$ cat src/rtl/mailbox_pkg.sv
// Shared constants for the mailbox register file: register byte offsets,
// handshake FSM state encodings and CTRL register bit positions.
package mailbox_pkg;

    localparam logic [3:0] MB_DATA   = 4'h0;
    localparam logic [3:0] MB_STATUS = 4'h4;
    localparam logic [3:0] MB_CTRL   = 4'h8;
    localparam logic [3:0] MB_LEVEL  = 4'hC;

    localparam logic [1:0] IDLE  = 2'd0;
    localparam logic [1:0] W_ACK = 2'd1;
    localparam logic [1:0] R_ACK = 2'd2;

    localparam int CTRL_IRQ_EN = 0;
    localparam int CTRL_FLUSH  = 1;

endpackage

$ cat src/rtl/mailbox_fifo.sv
// Circular message buffer for the mailbox. Pointers wrap on their own because
// DEPTH is a power of two; count carries the extra bit to tell full from empty.
module mailbox_fifo #(
    parameter int W_WIDTH_SYS = 32,
    parameter int DEPTH       = 8,
    localparam int CNT_W      = $clog2(DEPTH + 1)
) (
    input  logic                   pclk_i,
    input  logic                   preset_i,
    input  logic                   push,
    input  logic                   pop,
    input  logic                   flush,
    input  logic [W_WIDTH_SYS-1:0] wdata,
    output logic [W_WIDTH_SYS-1:0] rdata,
    output logic [CNT_W-1:0]       count,
    output logic                   full,
    output logic                   empty
);
    import mailbox_pkg::*;

    localparam int PTR_W = $clog2(DEPTH);

    logic [W_WIDTH_SYS-1:0] mem [DEPTH];
    logic [PTR_W-1:0]       wr_ptr;
    logic [PTR_W-1:0]       rd_ptr;

    assign rdata = mem[rd_ptr];
    assign full  = (count == CNT_W'(DEPTH));
    assign empty = (count == '0);

    // Storage needs no reset; only pointers and count define what is valid.
    always_ff @(posedge pclk_i) begin
        if (push && !full) begin
            mem[wr_ptr] <= wdata;
        end
    end

    always_ff @(posedge pclk_i or posedge preset_i) begin
        if (preset_i) begin
            wr_ptr <= '0;
            rd_ptr <= '0;
            count  <= '0;
        end else if (flush) begin
            wr_ptr <= '0;
            rd_ptr <= '0;
            count  <= '0;
        end else if (push && !full) begin
            wr_ptr <= wr_ptr + PTR_W'(1);
            count  <= count + CNT_W'(1);
        end else if (pop && !empty) begin
            rd_ptr <= rd_ptr + PTR_W'(1);
            count  <= count - CNT_W'(1);
        end
    end

endmodule

$ cat src/rtl/mailbox_regfile.sv
// Responder for the internal req/ack register bus: 4-phase handshake FSM,
// address decode, CTRL/LEVEL registers and the registered FIFO-level interrupt.
module mailbox_regfile #(
    parameter int W_WIDTH_SYS = 32,
    parameter int WIDTH_ADDR  = 32,
    parameter int DEPTH       = 8,
    localparam int CNT_W      = $clog2(DEPTH + 1)
) (
    input  logic                   pclk_i,
    input  logic                   preset_i,
    input  logic                   req_w_i,
    input  logic                   req_r_i,
    input  logic [WIDTH_ADDR-1:0]  addr_i,
    input  logic [W_WIDTH_SYS-1:0] data_i,
    output logic                   ack_w_o,
    output logic                   err_w_o,
    output logic                   ack_r_o,
    output logic                   err_r_o,
    output logic [W_WIDTH_SYS-1:0] rdata_o,
    output logic                   irq_o
);
    import mailbox_pkg::*;

    logic [1:0]             state;
    logic                   irq_en;
    logic [CNT_W-1:0]       level;

    logic                   wr_go, rd_go;
    logic                   addr_bad;
    logic                   sel_data, sel_status, sel_ctrl, sel_level;
    logic                   lvl_bad;
    logic                   wr_err, rd_err;
    logic [W_WIDTH_SYS-1:0] rd_val;

    logic                   fifo_push, fifo_pop, fifo_flush;
    logic [W_WIDTH_SYS-1:0] fifo_rdata;
    logic [CNT_W-1:0]       fifo_count;
    logic                   fifo_full, fifo_empty;

    // Only IDLE starts a transaction, so every side effect fires once per handshake.
    assign wr_go = (state == IDLE) && req_w_i;
    assign rd_go = (state == IDLE) && !req_w_i && req_r_i;

    assign addr_bad   = (|addr_i[WIDTH_ADDR-1:4]) || (|addr_i[1:0]);
    assign sel_data   = !addr_bad && (addr_i[3:0] == MB_DATA);
    assign sel_status = !addr_bad && (addr_i[3:0] == MB_STATUS);
    assign sel_ctrl   = !addr_bad && (addr_i[3:0] == MB_CTRL);
    assign sel_level  = !addr_bad && (addr_i[3:0] == MB_LEVEL);

    assign lvl_bad = (data_i == '0) || (data_i > W_WIDTH_SYS'(DEPTH));
    assign wr_err  = addr_bad || sel_status || (sel_data && fifo_full) || (sel_level && lvl_bad);
    assign rd_err  = addr_bad || (sel_data && fifo_empty);

    assign fifo_push  = wr_go && sel_data && !fifo_full;
    assign fifo_pop   = rd_go && sel_data && !fifo_empty;
    assign fifo_flush = wr_go && sel_ctrl && data_i[CTRL_FLUSH];

    always_comb begin
        rd_val = '0;
        if (sel_data && !fifo_empty) begin
            rd_val = fifo_rdata;
        end else if (sel_status) begin
            rd_val[CNT_W+1:0] = {fifo_count, fifo_full, fifo_empty};
        end else if (sel_ctrl) begin
            rd_val[CTRL_IRQ_EN] = irq_en;
        end else if (sel_level) begin
            rd_val[CNT_W-1:0] = level;
        end
    end

    mailbox_fifo #(
        .W_WIDTH_SYS(W_WIDTH_SYS),
        .DEPTH      (DEPTH)
    ) u_fifo (
        .pclk_i  (pclk_i),
        .preset_i(preset_i),
        .push    (fifo_push),
        .pop     (fifo_pop),
        .flush   (fifo_flush),
        .wdata   (data_i),
        .rdata   (fifo_rdata),
        .count   (fifo_count),
        .full    (fifo_full),
        .empty   (fifo_empty)
    );

    always_ff @(posedge pclk_i or posedge preset_i) begin
        if (preset_i) begin
            state   <= IDLE;
            ack_w_o <= 1'b0;
            err_w_o <= 1'b0;
            ack_r_o <= 1'b0;
            err_r_o <= 1'b0;
            rdata_o <= '0;
            irq_en  <= 1'b0;
            level   <= CNT_W'(DEPTH);
            irq_o   <= 1'b0;
        end else begin
            irq_o <= irq_en && (fifo_count >= level);
            case (state)
                IDLE: begin
                    if (wr_go) begin
                        ack_w_o <= 1'b1;
                        err_w_o <= wr_err;
                        state   <= W_ACK;
                        if (sel_ctrl) begin
                            irq_en <= data_i[CTRL_IRQ_EN];
                        end
                        if (sel_level && !lvl_bad) begin
                            level <= data_i[CNT_W-1:0];
                        end
                    end else if (rd_go) begin
                        ack_r_o <= 1'b1;
                        err_r_o <= rd_err;
                        rdata_o <= rd_val;
                        state   <= R_ACK;
                    end
                end
                W_ACK: begin
                    if (!req_w_i) begin
                        ack_w_o <= 1'b0;
                        err_w_o <= 1'b0;
                        state   <= IDLE;
                    end
                end
                R_ACK: begin
                    if (!req_r_i) begin
                        ack_r_o <= 1'b0;
                        err_r_o <= 1'b0;
                        rdata_o <= '0;
                        state   <= IDLE;
                    end
                end
                default: state <= IDLE;
            endcase
        end
    end

endmodule

$ cat config.mk
export PLATFORM = sky130hd
export DESIGN_NAME = mailbox_regfile
export DESIGN_NICKNAME = d
export VERILOG_FILES = /design/src/rtl/mailbox_pkg.sv /design/src/rtl/mailbox_fifo.sv /design/src/rtl/mailbox_regfile.sv
export SDC_FILE = /design/constraint.sdc
export NUM_CORES = 1
export LEC_CHECK = 0
export ABC_AREA = 1
export CORE_AREA = 3 3 196 198
export CTS_BUF_LIST = sky130_fd_sc_hd__clkbuf_4 sky130_fd_sc_hd__clkbuf_8
export DETAILED_ROUTE_END_ITERATION = 8
export DIE_AREA = 0 0 199 201
export PLACE_DENSITY = 0.54
export SLEW_MARGIN = 5
export SYNTH_ARGS = -nofsm -noshare
export SYNTH_HDL_FRONTEND = slang
export SYNTH_SLANG_ARGS = --single-unit
$ cat constraint.sdc
create_clock -name pclk_i -period 4 [get_ports pclk_i]
set_clock_uncertainty 0.15 [all_clocks]
set_input_delay 0.8 -clock pclk_i [delete_from_list [all_inputs] [get_ports pclk_i]]
set_output_delay 0.8 -clock pclk_i [all_outputs]
set_load 0.02 [all_outputs]
# Word-level counts from Yosys, hierarchy flattened
# Memories as Yosys holds them, arrays and structs flattened.
# Cells that the tools add are included.
word_totals:
  register_bits: 54
  elab_cells: 119
  ramBits: 256
  mem_count: 1
  in_bits: 68
  output_inout_bits: 37
classes:
  n_reduce_logical: 49
  eq_ne: 13
  n_lt_le_gt_ge: 2
  n_mux: 38
  addsub: 4
memory_table:
  columns: ["name", "depth", "width", "read_ports", "rd_clocked_by_memory_dff", "wr", "line", "rtl"]
  rows:
  - ["u_fifo.mem", 8, 32, 1, 0, 1, "mailbox_fifo.sv:23", "logic [W_WIDTH_SYS-1:0] mem [DEPTH];"]
ops:
  columns: ["cell", "n"]
  rows:
  - ["32-bit 2-to-1 mux", 3]
  - ["32-bit case mux with 2 select lines", 1]
  - ["32-bit by 4-bit > comparator with 1-bit output, second input constant", 1]
  - ["32-bit logical NOT", 1]
  - ["28-bit OR reduction", 1]
  - ["26-bit 2-to-1 mux", 1]
  - ["1-bit logical AND", 21]
  - ["4-bit 2-to-1 mux", 5]
  - ["3-bit 2-to-1 mux", 6]
  - ["4-bit == test, second input constant", 3]
  - ["2-bit inequality test, second input constant", 6]
  - ["3-bit AND reduction", 4]
  - ["1-bit 2-to-1 mux", 11]
  - ["2-bit 2-to-1 mux", 5]
  - ["4-bit logical NOT", 2]
  - ["1-bit case mux with 2 select lines", 4]
  - ["2-bit nonzero test", 4]
  - ["3-bit by 1-bit adder with 3-bit output, second input constant", 2]
  - ["1-bit logical OR", 6]
  - ["6-bit 2-to-1 mux", 1]
  - ["2-bit case mux with 3 select lines", 1]
  - ["1-bit logical NOT", 5]
  - ["4-bit by 1-bit adder with 4-bit output, second input constant", 1]
  - ["4-bit by 3-bit == test with 1-bit output, second input constant", 1]
  - ["10 further kinds", 10]

# Depth between registers and ports, before layout
# Gate-level depths: netlist of run 1.
logic_depth:
  depth_word: 11
  ltp_mapped: 13
  mapped_depth_nobuf: 13

# Modules after synthesis
# From an unflattened synthesis of run 1, not the netlist that was laid out.
hier_totals:
  hier_cells: 1190
  area_unflattened_um2: 12985.0
by_module_without_submodules:
  columns: ["module", "area_each_um2", "seq_area_each_um2", "cells_per_inst", "instances"]
  rows:
  - ["mailbox_fifo", 10714.0, 7937.6, 882, 1]
  - ["mailbox_regfile", 2270.9, 1102.3, 308, 1]

# Worst setup path before layout of run 1
# No wires, ideal clock.
synth_timing:
  kind: "input to register"
  from: "input addr_i[1]"
  to: "memory u_fifo.mem[0][0], enable pin"
  slack_ps: 320
  n_path_buf: 0
  setup_time_ps: 421
  cell_stages: 8
  arrival_time_ps: 3109
  t_required_ps: 3429
  path_cell_list: "or2_4 nor2_2 nand2_2 nor2_4 nand3_2 inv_2 nand2_1 nor2_1"
synth_via:
  elab_chain_cells: 9
  word_cells_on_any_way: 10
  classes_between: "mux (2); reduce/logical (8)"
synth_lines:
  columns: ["element", "line", "rtl"]
  rows:
  - ["start, declared", "mailbox_regfile.sv:13", "input logic [WIDTH_ADDR-1:0] addr_i,"]
  - ["2-bit OR reduction", "mailbox_regfile.sv:44", "assign addr_bad = (|addr_i[WIDTH_ADDR-1:4]) || (|addr_i[1:0]);"]
  - ["1-bit logical OR", "mailbox_regfile.sv:44", null]
  - ["1-bit logical NOT", "mailbox_regfile.sv:45", "assign sel_data = !addr_bad && (addr_i[3:0] == MB_DATA);"]
  - ["1-bit logical AND *", "mailbox_regfile.sv:45", null]
  - ["1-bit logical AND * (2 in series)", "mailbox_regfile.sv:54", "assign fifo_push = wr_go && sel_data && !fifo_full;"]
  - ["1-bit logical AND *", "mailbox_fifo.sv:33", "if (push && !full) begin"]
  - ["1-bit 2-to-1 mux *", "mailbox_fifo.sv:33", null]
  - ["1-bit 2-to-1 mux (not written as such) *", "mailbox_fifo.sv:34", "mem[wr_ptr] <= wdata;"]
  - ["end, declared", "mailbox_fifo.sv:23", null]
# Mark *: on every way between the ends. The rest lies on a longest branch, timed or not.

# Worst setup path after layout of run 1
layout_timing:
  from: "register u_fifo.rd_ptr[0]"
  to: "register rdata_o[13]"
layout_via:
  elab_chain_cells: 5
layout_lines:
  columns: ["element", "line", "rtl"]
  rows:
  - ["start, declared", "mailbox_fifo.sv:25", "logic [PTR_W-1:0] rd_ptr;"]
  - ["start signal, assigned", "mailbox_fifo.sv:51", "rd_ptr <= rd_ptr + PTR_W'(1);"]
  - ["memory read 8 x 32 bit", null, null]
  - ["26-bit 2-to-1 mux", "mailbox_regfile.sv:60", "if (sel_data && !fifo_empty) begin"]
  - ["32-bit 2-to-1 mux", "mailbox_regfile.sv:112", "end else if (rd_go) begin"]
  - ["32-bit 2-to-1 mux", "mailbox_regfile.sv:102", "if (wr_go) begin"]
  - ["32-bit case mux with 2 select lines", "mailbox_regfile.sv:100", "case (state)"]
  - ["end signal, assigned", "mailbox_regfile.sv:115", "rdata_o <= rd_val;"]
  - ["end, declared", "mailbox_regfile.sv:19", "output logic [W_WIDTH_SYS-1:0] rdata_o,"]
# No other way between the ends. The select of a mux whose other input is x is not followed.
# A chain may end at the register's enable or synchronous reset.

==> reports/summary.md, run 1 <==
STA puts the critical path data arrival time at 3.15 ns. Clock-pin slew was measured on the worst setup and hold paths at 0.06 ns. The net switching fraction of the power was 21.5%; the footprint of the flip-flops and latches was 9040 sq um. Counting along the longest clock path gives a buffer depth of 3.

For the final-report setup violation count, the log shows 0. The run gives 3400 sq um as the multi-input logic area. By area the synthesized netlist is led by edfxtp_1 60%, dfrtp_1 10%, nand2_1 9.3%. The congestion estimate from routability-driven global placement came to 0.791. In this run the worst path has a maximum fanout of 82.

The worst max-slew margin expressed relative to the limit was 34.2%; the number of DRC markers in iteration 0 was 512. The final layout contains 1,264 nets. Row generation in the floorplan step produced 70 rows.

The worst path meets setup with 1.11 ns of slack. The post-detailed-route via-to-cell ratio was 4.95; the final-layout setup total negative slack was 0 ns. The min-delay analysis places its worst path in the category flop to flop. The combinational share of power came out at 4.7%.

The sequential area share after synthesis came out at 70.7%. The run gives 51 as the TritonCTS buffer count. Counting instances in the post-synthesis netlist gives the leading cell types as 316 x nand2_1, 256 x edfxtp_1, 65 x a21oi_1, 54 x nand3_1.

In this run the horizontal extent of the chip is 199 um. For this design the ratio of total power to cell area is 431 nW/um^2. Counting flops with a built-in enable in the synthesized netlist gives 256. Clock latency on the worst-skew pair, taken at its later pin, is 0.57 ns. Summing internal, switching and leakage power gives 6.71 mW.

Entering global routing, the biggest net connects 86 pins. Yosys instantiated no cell more often than nand2_1. The relative area change from synthesis to final layout works out to 21.9%. The hold path depth is 2, and the core footprint is 36,700 sq um. Summed over all cells, the static leakage comes to 5.79 nW. Summed over all nets, the switching power comes to 1.44 mW.

The total half-perimeter wirelength after legalization and detailed placement came out at 18.0 mm. The number of warnings issued by yosys was 0; the transition at the pin with the smallest max-transition slack was 0.986 ns. STA classifies the critical path startpoint as a flop. The first global-routing pass estimated 47.5 mm of wire.

The largest total area in the synthesized netlist belongs to edfxtp_1. The die area is 40,000 sq um. The count of cell types in the netlist was 39; the number of buffer and inverter stages on the critical path was 2. Counting every instance in the synthesized netlist gives 1,059. The run gives 0 as the number of antenna repair diodes. Across the run, the number of max-cap violations was 0. Dividing the detail-routed wire length by the instance count gives 17.9 um. The die is 201 um tall. The post-cts repair resize count came out at 0.

Of the available clock period, the critical path in the final layout requires 72.3%. Summed over its instances, the top area cell type makes up 60.2% of the synthesized netlist area. Across the VDD grid, the largest voltage drop is 0.225 mV. The routed layout has 8,401 vias.

The delay of the slowest cell on the worst path is 0.75 ns. For the finished layout, the period the worst path requires is 2.89 ns. The run gives 15.1% as the global-route total usage across every layer. The largest individual stage delay along the critical path comes from the cell dfrtp_4. The tools report the number of iterations in the first detailed-routing pass as 5. The run finished with clean final reports.

The number of cell instances on the worst register-to-register path was 6. The kind of cell adding the most delay to the critical path was buffers and inverters. The design area was 15,600 sq um. When the netlist entered floorplanning its net count stood at 1,136. For the worst setup path, the data required time is 4.26 ns. After filler insertion, the fill cell instance count of the layout stands at 3,452. The setup path with the least slack is of type flop to flop. 105 I/O pins were placed.

The worst setup path is captured at a flop. Walking the worst path, the cells encountered are clkinv_2 > buf_12 > nand2_1 > a32oi_1 > mux2i_1 > o21ai_1. The count of buffers added on input and output ports is 104. The count of state elements after synthesis came out at 310. The critical path crosses 6 cells after its start point.

In this run the clock root is driven by a clkbuf_8. The maximum level of the CTS H-tree is 2. The internal portion of the total power is 5.27 mW. The clock drives 310 sinks.

The run gives 0 as the aggregate global routing overflow. The number of max-slew violations in the final report is 0. Once placement finished, the instance area stood at 14,500 sq um. The number of endpoints with negative hold slack in the final report was 0; the initial antenna violation count was 0.

Static timing analysis puts the maximum clock frequency at 346 MHz. The number of setup buffers added after CTS came out at 0. The clock network is responsible for 42.6% of the overall power. The number of global-route vias before repair was 8,513. The cell area that synthesis handed to floorplanning was 12,800 sq um. In this run, placement finished with an instance count of 1,602. For the final cell count without fillers, the log shows 1,697. In the synthesized netlist the async set-or-reset flop fraction comes to 17.4%.

Per report_power, the sequential group accounts for 52.7% of the total. The flip-flop cell with the highest count after synthesis is edfxtp_1. For this run, design rule violations remaining after detail routing come to 0. Setup repair after global routing left no endpoint under its margin. OpenSTA, run right after detailed placement, puts the worst setup slack at 0.568 ns. In the final layout, the share of cells above drive strength 1 is 12.4%. TritonCTS built the clock tree.

For this configuration, the core starts out at a cell density of 34.8%. After clock tree synthesis, the flow added hold-fix buffers numbering 0. Mean post-synth cell area: 12.1 sq um.

Once detail routing completed, the nets flagged for antenna violations numbered 0. Wires add up to 30.4 mm.
-- worst min-delay path: stages (launching register included) --
cell and delay (ns):
dfrtp_1 0.34, nand2_1 0.05, nand2_1 0.04
-- layout by cell type, fill, tap and decap left out, types with 2 or more instances in the layout --
cell type	count
or2_2	5
clkinv_1	8
a32oi_1	52
edfxtp_1	256
clkinv_2	6
nor3_1	4
a21oi_1	65
buf_12	6
clkdlybuf4s50_1	104
inv_2	9
o21a_1	2
inv_1	27
xnor2_1	2
o21ai_1	37
mux2i_1	26
o21ai_0	3
nor2_2	2
nor2_1	45
nand3_2	3
dfrtp_1	52
clkbuf_8	64
nand2_2	2
clkbuf_4	19
buf_4	18
nand2_1	316
xor2_1	3
ha_1	8
nand3_1	54
nand4_1	7
nor2_4	10
-- registers in the layout, indices dropped and copies added, names as in the netlist --
register and count:
state 2, u_fifo.mem 256, err_w_o 1, ack_w_o 1, u_fifo.count 4, ack_r_o 1
irq_en 1, u_fifo.rd_ptr 3, irq_o 1, rdata_o 32, level 4, u_fifo.wr_ptr 3
err_r_o 1
-- cells by family (layout without fill, tap and decap cells) --
kind of cell / after synthesis / after routing / synth area share (%)
AOI/OAI and AO/OA: 163 / 163 / 8.03
xor gates and xnor gates: 5 / 5 / 0.343
adders and majority gates: 9 / 9 / 0.940
buffers and inverters: 93 / 263 / 3.08
DFF: 310 / 310 / 70.7
muxes: 26 / 26 / 2.04
and+or+nand+nor: 453 / 453 / 14.8
-- metal layers --
| metal | vias to the layer above | share of wire (%) | GRT usage (%) |
|---|---|---|---|
| li1 | 4048 | - | - |
| met1 | 4116 | 47 | 21.4 |
| met2 | 194 | 46 | 24.3 |
| met3 | 43 | 5.0 | 2.80 |
| met4 | 0 | 1.5 | 3.59 |
| met5 | - | 0 | 0 |
-- path summary, 6_finish.rpt --
path	slack, ns	endpoint	start
setup / recovery	1.11	rdata_o[13]$_DFFE_PP0P_	u_fifo.rd_ptr[0]$_DFFE_PP0P_
max in group asynchronous	2.44	rdata_o[9]$_DFFE_PP0P_	preset_i
hold / removal	0.32	ack_w_o$_DFFE_PP0P_	ack_w_o$_DFFE_PP0P_
min in group asynchronous	0.50	rdata_o[22]$_DFFE_PP0P_	preset_i
setup reg to reg	1.11	rdata_o[13]$_DFFE_PP0P_	u_fifo.rd_ptr[0]$_DFFE_PP0P_
hold reg to reg	0.32	ack_w_o$_DFFE_PP0P_	ack_w_o$_DFFE_PP0P_
-- layout make-up --
type | count | share of cell area [%]
flip-flops and latches | 310 | 58.1
inverters | 40 | 0.980
multi-input cells | 656 | 21.9
repair buffers | 128 | 8.32
clock buffers | 83 | 6.57
clock inverters | 12 | 0.450
well taps | 468 | 3.76
-- power groups by stage --
stage / Clock, mW / Sequential (mW) / Combinational, mW
4_1_cts: 2.95 / 3.54 / 0.324
3_3_place_gp: 0 / 3.60 / 0.320
6_report: 2.86 / 3.54 / 0.316
2_1_floorplan: 0 / 3.63 / 0.101
5_1_grt: 3.10 / 3.54 / 0.346
3_5_place_dp: 0 / 3.60 / 0.323
-- metrics by stage --
| step | util (%) | hold slack [ns] |
|---|---|---|
| final | 42.4 | 0.322 |
| after global routing | 42.4 | 0.358 |
| after CTS | 42.4 | 0.329 |
| after detailed placement | 39.5 | 0.314 |
| after global placement | 39.5 | 0.310 |
| after floorplan | - | 0.325 |
Power figures use the tool's default switching activity.
==> inputs of run 2 (changes only) <==
==> constraint.sdc (replaced) <==
create_clock -name pclk_i -period 2.87 [get_ports pclk_i]
set_clock_uncertainty 0.15 [all_clocks]
set_input_delay 0.574 -clock pclk_i [delete_from_list [all_inputs] [get_ports pclk_i]]
set_output_delay 0.574 -clock pclk_i [all_outputs]
set_load 0.02 [all_outputs]
==> run 2 against run 1 <==
Maximum frequency grew 18%. Critical path depth grew 6. Critical path type unchanged. Core utilization grew 1.5 points. Highest routed layer is now met5.
==> reports/summary.md, run 2 (synthesis results as in run 1) <==
The flow ran to the end, and the final reports show no timing, DRC or antenna violations. The post-detailed-route via-to-cell ratio is 4.93. Among the stages of the critical path, the cell type that occurs most often is nand2_1. The number of top-level design ports was 105; the die height was 201 um. The maximum level of the CTS H-tree is 2, and the transition at the pin with the smallest max-transition slack is 0.762 ns. The port buffer count was 104.

The worst hold path belongs to the class input pin to asynchronous set/reset pin. Of all nets on the critical path, the largest fanout is 5. Before antenna repair, the detailed router went through 5 iterations. Per report_power, the combinational group accounts for 5.3% of the total. The final-report setup violation count was 0; the post-placement cell count was 1,648. The tools report the number of max-cap violations as 0.

Leaving out fill and tap cells, the most frequent cell in the layout is nand2_1. Compared with the post-synthesis result, the final layout area differs by 26.1%. In this run the remaining antenna-violating nets after routing total 0.

For this block, the initial DRC count from the detailed router was 496. The analysis attributes to cell leakage a power of 6.07 nW. After detailed routing, the total wire length is 31.1 mm. The post-route fraction of the period consumed by the critical path is 85.7%. Leaving out fill and tap cells, the most frequent cells in the layout are 316 x nand2_1, 256 x edfxtp_1, 104 x clkdlybuf4s50_1, 65 x a21oi_1, 56 x clkbuf_8.

The run gives 3.16 ns as the worst endpoint required time. In this run the post-CTS setup repair buffer count came out at 0. Dividing total power by cell area gives a power density of 584 nW/um^2. At the later pin of the worst-skew pair, clock insertion delay measures 0.56 ns.

Headroom to the max-slew limit came out at 49.2%. Detailed routing inserted a total of 8,593 vias. In this run the clock root is driven by a clkbuf_8. The total power after layout was 9.41 mW.

At the worst endpoint, the arrival time is 2.75 ns. Of the cells placed in the final design, the portion with a size suffix greater than 1 is 15.9%. Of the total power, the share spent switching nets is 21.2%. The number of buffer and inverter stages on the critical path works out to 1.

Across all setup checks in the final design, the least slack found is 0.411 ns. After clock tree synthesis, the flow added hold-fix buffers numbering 0. The first global-routing pass estimated 48.8 mm of wire. The floorplan step set the die width to 199 um.

Global routing finished with a remaining overflow of 0. The register with the most flip-flops in the layout has 256 of them. Buffers inserted during clock tree synthesis total 51. For this design, the slowest cell found on the critical path is dfrtp_1.

In the final routed layout, each cell accounts on average for 17.9 um. TritonCTS built the clock tree. Setup repair after global routing left no endpoint under its margin. The count of cells in the finished layout, fillers not included, comes to 1,743. The run gives 1 as the initial antenna violation count. u_fifo.mem holds more flip-flops than any other register. Per report_power, the sequential group accounts for 52.4% of the total. Traced cell by cell, the critical path runs through inv_1 > nand2_1 > nor3_1 > nor2_1 > nand3_2 > ha_1 > a21oi_1 > nand2_1 > xor2_1 > o21bai_1 > nand3_1 > nand2_1. The number of sinks on the clock net is 310, and the number of nets in the final layout is 1,310. The tools report the switching power summed over all nets as 2.00 mW. Hold is met by 0.252 ns. In the final layout, the registers with the most flip-flops are u_fifo.mem: 256 flops, rdata_o: 32 flops.

The die covers 40,000 sq um. The highest ir drop seen on vdd is 0.310 mV. Detailed placement ended at an HPWL of 19.2 mm.

The number of endpoints with negative hold slack in the final report was 0. Gates resized during post-CTS repair numbered 0. The worst setup path is of the flop to flop kind.

The number of global-route vias before repair was 8,542; the clock period minus final worst setup slack was 2.46 ns. The clock network burns 42.3% of the power. The logs give 3 for the maximum number of buffers from clock root to sink and 0.779 for the routability congestion estimate from global placement.

Cells fill 43.9% of the core in the end. The number of core rows came out at 70. For this configuration, the core starts out at a cell density of 34.8%. Across every metal layer, demand over resource in global routing totals 15.5%.

On the worst path, the slowest cell contributes a delay of 0.42 ns. Number of max-slew violations in the final report: 0. The kind of cell adding the most delay to the critical path was simple AND/OR/NAND/NOR gates. The core region is 36,700 sq um. The internal power of the cells totals 7.41 mW.

Timing would allow up to 407 MHz. After clock tree synthesis, the clock-pin slew on the worst setup and hold paths is 0.06 ns. OpenSTA, run right after detailed placement, puts the worst setup slack at -0.0886 ns. The type of element capturing the critical path was a flop. In the routed design, unresolved DRC markers number 0.

The tools report the kind of launch point of the worst setup path as a flop. For the maximum number of pins on one net before global-route repair, the log shows 130.
[run 2: changes by cell type in the layout (fill, tap and decap cells not counted)]
cell / delta
buf_4: +29
buf_12: +17
clkbuf_4: +12
clkbuf_8: -8
clkinv_1: -6
bufinv_16: +1
clkinv_8: -1
clkinvlp_4: +1
diode_2: +1
[run 2: stage by stage]
step | cell area, sq um | TNS, ns
6_report | 16100 | 0
5_1_grt | 16100 | 0
4_1_cts | 16100 | 0
3_5_place_dp | 15000 | -0.452
3_3_place_gp | 15000 | -0.0828
2_1_floorplan | 12800 | -24.52
[run 2: final timing paths]
kind,end,depth (start not counted),start,slack (ns)
worst max-delay path,u_fifo.count[3]$_DFFE_PP0P_,12,u_fifo.count[0]$_DFFE_PP0P_,0.41
worst min-delay path,ack_w_o$_DFFE_PP0P_,3,preset_i,0.25
worst max register to register,u_fifo.count[3]$_DFFE_PP0P_,12,u_fifo.count[0]$_DFFE_PP0P_,0.41
worst min register to register,ack_w_o$_DFFE_PP0P_,2,ack_w_o$_DFFE_PP0P_,0.33
max in group asynchronous,level[3]$_DFFE_PP1P_,3,preset_i,1.99
min in group pclk_i,ack_w_o$_DFFE_PP0P_,2,ack_w_o$_DFFE_PP0P_,0.33
[run 2: power groups by stage]
stage | registers, mW | logic [mW] | clock network (mW)
3_3_place_gp | 5.02 | 0.505 | 0
4_1_cts | 4.93 | 0.513 | 4.09
6_report | 4.93 | 0.501 | 3.98
2_1_floorplan | 5.06 | 0.140 | 0
3_5_place_dp | 5.02 | 0.511 | 0
5_1_grt | 4.93 | 0.544 | 4.30
[run 2: worst min-delay path, stage by stage]
cell	delay, ns
clkdlybuf4s50_1	0.41
inv_2	0.07
buf_12	0.29
[run 2: routing by layer]
| metal | GRT usage (%) | share of wire, % |
|---|---|---|
| met1 | 21.8 | 46 |
| met2 | 24.9 | 47 |
| met3 | 2.84 | 5.0 |
| met4 | 3.61 | 1.7 |
| met5 | 0 | 0.026 |
[run 2: cell type report]
| type | count | area (sq um) |
|---|---|---|
| Antenna cell | 1 | 2.50 |
| Clock buffer | 87 | 1000 |
| Clock inverter | 7 | 68.8 |
| Fill cell | 3418 | 20600 |
| Inverter | 40 | 153 |
| Multi-Input combinational cell | 656 | 3400 |
| Sequential cell | 310 | 9040 |
| Tap cell | 468 | 586 |
| Timing Repair Buffer | 174 | 1850 |
